File: config.mk
export PLATFORM = sky130hd
export DESIGN_NAME = rv_muldiv_seq
export DESIGN_NICKNAME = d
export VERILOG_FILES = /design/src/rtl/rv_muldiv_seq.sv
export SDC_FILE = /design/constraint.sdc
export NUM_CORES = 1
export LEC_CHECK = 0
export BUFFER_PORTS_ARGS = -buffer_cell sky130_fd_sc_hd__buf_2
export CORE_UTILIZATION = 63
export CTS_CLUSTER_DIAMETER = 40
export CTS_CLUSTER_SIZE = 8
export DETAILED_ROUTE_END_ITERATION = 8
export HOLD_SLACK_MARGIN = 0.03
export PLACE_DENSITY_LB_ADDON = 0.1
export SKIP_CTS_REPAIR_TIMING = 1
export SLEW_MARGIN = 15
export SYNTH_ARGS = -nofsm -noshare
export SYNTH_HDL_FRONTEND = slang
export SYNTH_SLANG_ARGS = --single-unit
export TNS_END_PERCENT = 1
File: constraint.sdc
create_clock -name clk -period 4.3 [get_ports clk]
set_input_delay 0.86 -clock clk [delete_from_list [all_inputs] [get_ports clk]]
set_output_delay 0.86 -clock clk [all_outputs]
set_load 0.02 [all_outputs]
File: src/rtl/rv_muldiv_seq.sv
// rtl/rv_muldiv_seq.sv - sequential RISC-V M-extension multiply/divide unit
//
// Purpose: executes MUL/MULH/MULHSU/MULHU/DIV/DIVU/REM/REMU at WIDTH bits,
// UNROLL iteration steps per clock. Operands are captured as magnitudes on
// the accepting edge. The sign is restored in a final FIX cycle.
//
// Optional build macro: MULDIV_FAST_EN. When it is defined, trivial cases
// skip the iteration: divide by zero, signed overflow, and multiply by zero.
//
// Ports:
//   clk     in   clock, rising edge
//   rst_n   in   synchronous active-low reset
//   start   in   request, accepted only while ready=1
//   op      in   RISC-V funct3 (0 MUL .. 7 REMU)
//   a, b    in   rs1 / rs2 operands
//   abort   in   cancels an in-flight operation (CALC or FIX)
//   ready   out  idle, can accept start
//   done    out  one-cycle pulse, result valid
//   result  out  result, held until overwritten by a completed operation

module rv_muldiv_seq #(
  parameter int WIDTH  = 32,
  parameter int UNROLL = 1
) (
  input  logic             clk,
  input  logic             rst_n,
  input  logic             start,
  input  logic [2:0]       op,
  input  logic [WIDTH-1:0] a,
  input  logic [WIDTH-1:0] b,
  input  logic             abort,
  output logic             ready,
  output logic             done,
  output logic [WIDTH-1:0] result
);

  localparam int N  = WIDTH / UNROLL;
  localparam int CW = (N > 1) ? $clog2(N) : 1;

  typedef enum logic [1:0] {
    S_IDLE = 2'd0,
    S_CALC = 2'd1,
    S_FIX  = 2'd2
  } state_t;

  state_t             state_q, state_d;
  logic [2:0]         op_q, op_d;
  // Multiplicand magnitude for multiply, divisor magnitude for divide.
  logic [WIDTH-1:0]   opnd_q, opnd_d;
  // Multiply: {product high, product low / remaining multiplier bits}.
  // Divide: low half holds dividend bits shifting out / quotient shifting in.
  logic [2*WIDTH-1:0] work_q, work_d;
  logic [WIDTH:0]     rem_q, rem_d;
  logic               neg_q, neg_d;    // product or quotient sign
  logic               rneg_q, rneg_d;  // remainder sign
  logic [CW-1:0]      cnt_q, cnt_d;
  logic               done_q, done_d;
  logic [WIDTH-1:0]   result_q, result_d;

  // Operand decode for the accepting edge.
  logic             a_sgn_op, b_sgn_op, sa, sb, b_zero;
  logic [WIDTH-1:0] abs_a, abs_b;

  always_comb begin
    a_sgn_op = (op == 3'd1) || (op == 3'd2) || (op == 3'd4) || (op == 3'd6);
    b_sgn_op = (op == 3'd1) || (op == 3'd4) || (op == 3'd6);
    sa       = a_sgn_op & a[WIDTH-1];
    sb       = b_sgn_op & b[WIDTH-1];
    abs_a    = sa ? (~a + 1'b1) : a;
    abs_b    = sb ? (~b + 1'b1) : b;
    b_zero   = (b == '0);
  end

`ifdef MULDIV_FAST_EN
  // Register preloads for the shortcut cases. They make FIX produce exactly
  // the values that the full iteration would have left behind.
  logic               fast_hit, ovf;
  logic [2*WIDTH-1:0] fast_work;
  logic [WIDTH:0]     fast_rem;

  always_comb begin
    ovf      = ((op == 3'd4) || (op == 3'd6)) &&
               (a == {1'b1, {(WIDTH-1){1'b0}}}) && (b == {WIDTH{1'b1}});
    fast_hit = op[2] ? (b_zero || ovf) : ((a == '0) || b_zero);
    fast_work = '0;
    fast_rem  = '0;
    if (op[2]) begin
      if (b_zero) begin
        fast_work = {{WIDTH{1'b0}}, {WIDTH{1'b1}}};
        fast_rem  = {1'b0, abs_a};
      end else begin
        fast_work = {{WIDTH{1'b0}}, abs_a};
      end
    end
  end
`endif

  // UNROLL iteration steps, chained combinationally.
  logic [2*WIDTH-1:0] step_work;
  logic [WIDTH:0]     step_rem;
  logic [WIDTH:0]     sum, rs;
  logic               qb;

  always_comb begin
    step_work = work_q;
    step_rem  = rem_q;
    sum       = '0;
    rs        = '0;
    qb        = 1'b0;
    for (int i = 0; i < UNROLL; i++) begin
      if (!op_q[2]) begin
        // Shift-add, LSB-first: add the multiplicand into the high half when
        // the current multiplier bit is set, then shift the whole pair right.
        sum       = {1'b0, step_work[2*WIDTH-1:WIDTH]} +
                    (step_work[0] ? {1'b0, opnd_q} : {(WIDTH+1){1'b0}});
        step_work = {sum, step_work[WIDTH-1:1]};
      end else begin
        // Restoring step. The bit shifted out of the remainder top counts as
        // "greater than any divisor".
        rs = {step_rem[WIDTH-1:0], step_work[WIDTH-1]};
        if (step_rem[WIDTH] || (rs >= {1'b0, opnd_q})) begin
          step_rem = rs - {1'b0, opnd_q};
          qb       = 1'b1;
        end else begin
          step_rem = rs;
          qb       = 1'b0;
        end
        step_work = {step_work[2*WIDTH-1:WIDTH], step_work[WIDTH-2:0], qb};
      end
    end
  end

  // Sign fix-up and result selection.
  logic [2*WIDTH-1:0] prod_fix;
  logic [WIDTH-1:0]   quo_fix, rem_fix, fix_res;

  always_comb begin
    prod_fix = neg_q  ? (~work_q + 1'b1) : work_q;
    quo_fix  = neg_q  ? (~work_q[WIDTH-1:0] + 1'b1) : work_q[WIDTH-1:0];
    rem_fix  = rneg_q ? (~rem_q[WIDTH-1:0] + 1'b1) : rem_q[WIDTH-1:0];
    case (op_q)
      3'd0:                fix_res = prod_fix[WIDTH-1:0];
      3'd1, 3'd2, 3'd3:    fix_res = prod_fix[2*WIDTH-1:WIDTH];
      3'd4, 3'd5:          fix_res = quo_fix;
      default:             fix_res = rem_fix;
    endcase
  end

  always_comb begin
    state_d  = state_q;
    op_d     = op_q;
    opnd_d   = opnd_q;
    work_d   = work_q;
    rem_d    = rem_q;
    neg_d    = neg_q;
    rneg_d   = rneg_q;
    cnt_d    = cnt_q;
    done_d   = 1'b0;
    result_d = result_q;
    case (state_q)
      S_IDLE: begin
        if (start) begin
          op_d   = op;
          opnd_d = op[2] ? abs_b : abs_a;
          work_d = {{WIDTH{1'b0}}, (op[2] ? abs_a : abs_b)};
          rem_d  = '0;
          // A zero divisor yields an all-ones quotient whatever the signs,
          // so the quotient must not be negated in that case.
          neg_d  = op[2] ? ((sa ^ sb) & ~b_zero) : (sa ^ sb);
          rneg_d = sa;
          cnt_d  = '0;
          state_d = S_CALC;
`ifdef MULDIV_FAST_EN
          if (fast_hit) begin
            work_d  = fast_work;
            rem_d   = fast_rem;
            state_d = S_FIX;
          end
`endif
        end
      end
      S_CALC: begin
        if (abort) begin
          cnt_d   = '0;
          state_d = S_IDLE;
        end else begin
          work_d = step_work;
          rem_d  = step_rem;
          if (cnt_q == CW'(N-1)) begin
            cnt_d   = '0;
            state_d = S_FIX;
          end else begin
            cnt_d = cnt_q + 1'b1;
          end
        end
      end
      S_FIX: begin
        state_d = S_IDLE;
        if (!abort) begin
          result_d = fix_res;
          done_d   = 1'b1;
        end
      end
      default: state_d = S_IDLE;
    endcase
  end

  always_ff @(posedge clk) begin
    if (!rst_n) begin
      state_q  <= S_IDLE;
      op_q     <= '0;
      opnd_q   <= '0;
      work_q   <= '0;
      rem_q    <= '0;
      neg_q    <= 1'b0;
      rneg_q   <= 1'b0;
      cnt_q    <= '0;
      done_q   <= 1'b0;
      result_q <= '0;
    end else begin
      state_q  <= state_d;
      op_q     <= op_d;
      opnd_q   <= opnd_d;
      work_q   <= work_d;
      rem_q    <= rem_d;
      neg_q    <= neg_d;
      rneg_q   <= rneg_d;
      cnt_q    <= cnt_d;
      done_q   <= done_d;
      result_q <= result_d;
    end
  end

  assign ready  = (state_q == S_IDLE);
  assign done   = done_q;
  assign result = result_q;

endmodule

* After elaboration in Yosys (flattened, before gate mapping)
Cells that the tools add are included.
** Cells by class
- $add $sub $neg :: 8
- Order comparisons :: 1
- Eq/ne operators :: 17
- Multiplexer cells :: 29
- Bitwise logic cells :: 11
- Reduce and logical (&&, ||, !) cells :: 20
** Operator list (count)
- $mux 64 :: 4
- $mux 32 :: 7
- $mux 33 :: 4
- $add 32x1->32 const B :: 4
- $not 32->32 :: 4
- $pmux 64 s2 :: 1
- $pmux 32 s3 :: 1
- $pmux 33 s2 :: 1
- $add 64x1->64 const B :: 1
- $not 64->64 :: 1
- $add 32x32->33 :: 1
- $ge 33x32->1 :: 1
- $sub 33x32->33 :: 1
- $logic_not 32->1 :: 1
- $mux 5 :: 3
- $eq 3x3->1 const B :: 4
- $pmux 5 s2 :: 1
- $reduce_and 2->1 :: 5
- $eq 3x2->1 const B :: 3
- $ne 2x2->1 const B :: 4
- $reduce_and 4->1 :: 2
- $eq 3x1->1 const B :: 2
- $logic_or 1x1->1 :: 6
- $mux 2 :: 3
- 16 further kinds :: 21
** Word-level totals
- Register bits after elaboration :: 174
- Input bits :: 71
- Output and inout port bits :: 34
- Logic and storage cells :: 97

* Longest topological paths before layout
- Depth after elaboration :: 9
- Depth in mapped cells :: 14
- Mapped depth without buffers :: 12

* Worst setup path before layout
OpenSTA, ideal clock, no wires.
- Path kind :: reg-to-reg
- Start point :: register work_q[0]
- End point :: register work_q[62]
- Data arrival time :: 3.084 ns
- Data required time :: 4.183 ns
- Path slack :: 1.099 ns
- Cell stages (with the launch flop) :: 14
- Buffers on the path :: 2
- Period minus slack after synthesis :: 3.201 ns
- Cell sequence :: dfxtp_1 clkbuf_1 inv_1 clkbuf_1 nor2_1 ha_1 o211ai_1 o211a_1 or3_1 a311oi_1 o21ai_0 a311oi_1 o21ai_0 a32o_1
** On the way
- Longest elaborated chain between the ends :: 5
** Ends and longest elaborated chain
- start, declared :: RTL line 52 : logic [2*WIDTH-1:0] work_q, work_d;
- start signal, assigned :: RTL line 224 : work_q <= work_d;
- $mux 32 :: RTL line 115 : (step_work[0] ? {1'b0, opnd_q} : {(WIDTH+1){1'b0}});
- $add 32x32->33 :: RTL line 114 : sum = {1'b0, step_work[2*WIDTH-1:WIDTH]} +
- $mux 64 :: RTL line 111 : if (!op_q[2]) begin
- $mux 64 :: RTL line 183 : if (abort) begin
- $pmux 64 s2 :: RTL line 160 : case (state_q)
No other way between the ends. The select of a mux whose other input is x is not followed.
A chain may end at the register's enable or synchronous reset.

* Worst setup path after layout
- Start point :: register work_q[0]
- End point :: register work_q[57]
Same word-level chain as after synthesis.

==> impl_metrics.yaml <==
yosys:
  syn_area_um2: 15100
  synth_cell_type_count: 80
  synth_most_common_cell: "nand2_1"
  netlist.area_leader.share: 0.231
  post-synth-top-area-cell: "dfxtp_1"
  synth_seq_cells: 174
  synth_commonest_cells: "209 x nand2_1, 186 x o21ai_0, 174 x dfxtp_1, 157 x nor2_1, 130 x a21oi_1"
  syn_nets: 2156
  ys_warn_count: 0
  synth.area.top_cells: "dfxtp_1 23%, xnor2_1 6.3%, o21ai_0 6.2%, ha_1 5.8%, nand2_1 5.2%"
  syn_area_per_cell_um2: 7.50
  synth_edf_count: 0
  async_reset_ff_frac: 0
  postSynthCellCount: 2013
  ys.flop_type: "dfxtp_1"
  ys_seq_area_frac: 0.231
die:
  die_h_um: 157
  core-area_um2: 23500
  die-area_um2: 24600
  io_pins: 105
  initial_utilization: 0.643
  num_rows: 56
  die_x_um: 157
worst_hold_path:
  hold_path_class: "flip-flop to flip-flop"
  hold_start: "opnd_q[18]$_SDFFE_PN0P_"
  hold_depth: 2
  worstHoldEndpoint: "opnd_q[18]$_SDFFE_PN0P_"
timing:
  max_slew_margin: 0.238
  min_period_ps: 3530
  setup-violations-final: 0
  hold_viol_final: 0
  fmax_mhz: 283
  rsz0062_at_grt: "false"
  fin_crit_sh: 0.821
  finClkSkew_ps: 17.3
  slew_viol_final: 0
  finalSetupTns_ps: 0
  worst_pin_slew_ps: 1140
routing:
  drc: 0
  drt_iter0_drc: 1656
  via_count: 15800
  drt_pass1_iterations: 6
  viasPerCell: 6.68
  wl_per_cell_um: 21.0
  antenna_left: 0
  routed_wirelength_um: 49600
clocking:
  cts_inserted_buffers: 17
  root_buffer: "clkbuf_16"
  clk-insertion-delay-late_ps: 450
  clkTransAtPathRegs_ps: 80
  numClockSinks: 174
  cts_tree: "built"
  htree_levels: 4
  clock_path_buffers: 2
critical_path:
  reg2reg_to: "work_q[57]$_SDFFE_PN0P_"
  critical_path.top_delay_family: "compound AO/OA/AOI/OAI gates"
  crit_arrival_ps: 3880
  cp_num_buf_inv: 1
  cpMaxStageDelayCell: "a21boi_0"
  r2r_slack_ps: 770
  reg2reg_from: "work_q[0]$_SDFFE_PN0P_"
  reg2regPathDepth: 12
  critPathMaxStageDelay_ps: 520
  path_cells: "and2_1, ha_1, inv_1, fa_1, nor2b_1, o21a_1, o211ai_1, a211oi_1, o2111ai_1, a21boi_0, mux2i_1, nand2_1"
  crit_path_end_kind: "flip-flop"
  crit_fanout: 8
  crit_type: "flip-flop to flip-flop"
  crit_path_start_kind: "flip-flop"
  required_ps: 4650
global_routing:
  grt_start_max_net_pins: 93
  grt_pass1_wl_um: 78000
  antenna_found_initial: 1
  gr-usage-all-layers: 0.407
  grt_overflow: 0
  grtUsageMet3: 0.0642
  met2_usage: 0.658
  grt_use_met1: 0.536
  grt_pass1_vias: 14600
  busiest_layer: "met2"
outcome:
  status: "complete, no violations"
cells_and_area:
  fin_nets: 2175
  syn_to_final_growth_pct: 8.16
  drive_gt1_frac: 0.106
  fin_cells: 2364
  num_antenna_cells: 0
place:
  place_hpwl_um: 37900
  io_buffers: 104
  dp.cells: 2332
  gp_congestion: 1.02
run:
  max_cap_violations: 0
pwr:
  ir_drop_mv: 0.202
  power.density_nw_per_um2: 278
  p_leak_nw: 6.61
## how the worst max path moves through the flow
stage / startpoint / to / cells after the start
6_report: work_q[0]$_SDFFE_PN0P_ / work_q[57]$_SDFFE_PN0P_ / 12
4_1_cts: work_q[0]$_SDFFE_PN0P_ / work_q[62]$_SDFFE_PN0P_ / 13
2_1_floorplan: work_q[0]$_SDFFE_PN0P_ / work_q[62]$_SDFFE_PN0P_ / 13
5_1_grt: work_q[0]$_SDFFE_PN0P_ / work_q[62]$_SDFFE_PN0P_ / 13
3_3_place_gp: a[13] / opnd_q[24]$_SDFFE_PN0P_ / 9
3_5_place_dp: a[11] / opnd_q[24]$_SDFFE_PN0P_ / 9
## stage by stage
| step | utilization | power (mW) | setup slack [ps] | hold WS (ps) | cell area (um2) |
|---|---|---|---|---|---|
| after CTS | 0.696 | 4.49 | 820 | 465 | 16300 |
| after detailed placement | 0.672 | 2.95 | 704 | 454 | 15800 |
| after global placement | 0.672 | 2.93 | 719 | 447 | 15800 |
| after global routing | 0.696 | 4.69 | 447 | 488 | 16300 |
| after floorplan | - | 2.60 | 1100 | 441 | 15100 |
| final | 0.696 | 4.53 | 771 | 461 | 16300 |
## state kept, by name, indices dropped and copies added, names as in the netlist
signal / flops
work_q: 64
rem_q: 33
opnd_q: 32
result: 32
cnt_q: 5
op_q: 3
state_q: 2
done: 1
neg_q: 1
rneg_q: 1
## tightest hold or removal path, stage by stage (launching register included)
cell and delay (ps):
dfxtp_1 310, nand2_1 50, a21boi_0 60
## logic make-up after synthesis
kind of cell               after synthesis  synth area share
muxes                                   73            0.0494
buffers and inverters                  201            0.0514
xor gates and xnor gates               191             0.111
adders and majority gates               72            0.0606
DFF                                    174             0.231
AOI/OAI and AO/OA                      664             0.291
and+or+nand+nor                        638             0.206
## power breakdown
part           leakage [nW]  switching, mW  internal, mW
Clock                 0.282          0.799         0.773
Combinational          4.91          0.737         0.435
Sequential             1.42          0.117          1.67
Total                  6.61           1.65          2.88
## layout by cell type, fill, tap and decap left out, types with 9 or more instances in the layout
master     instances
nand4_1           11
o22ai_1           13
nor2b_1           22
o21a_1            14
a31oi_1           27
xor2_1            82
a21o_1            21
o21ai_0          185
a211oi_1          11
xnor2_1          109
a221oi_1          13
nor3_1            38
a21oi_1          129
nor2_1           156
a32oi_1           10
dfxtp_1          172
ha_1              70
o21bai_1          13
o211ai_1          29
a21boi_0          26
nand2_1          209
nor4_1            14
buf_2            103
or3_1             23
mux2_2            12
clkbuf_16         17
and3_1            13
nand2b_1           9
buf_4             29
inv_1             67
o41ai_1           15
or4_1             26
o31ai_1           37
mux2i_1           61
nand3_1           56
o221ai_1          12
and2_1            21
a22oi_1           18
o31a_1             9
o211a_1           18
## routing by layer
layer,wire length [um],part of all wire,vias up
met2,22200,0.45,855
met5,12,0.00024,-
met1,20900,0.42,7370
met4,1830,0.037,2
li1,-,-,7417
met3,4610,0.093,141
## area by class of cell
cell class | count | area (um2)
timing repair buffer | 133 | 753
fill | 2034 | 7140
clock buffer | 17 | 425
multi-input combinational | 1638 | 10900
clock inverter | 15 | 148
sequential | 174 | 3490
tap | 319 | 399
inverter | 68 | 255
(Power assumes the default switching activity.)
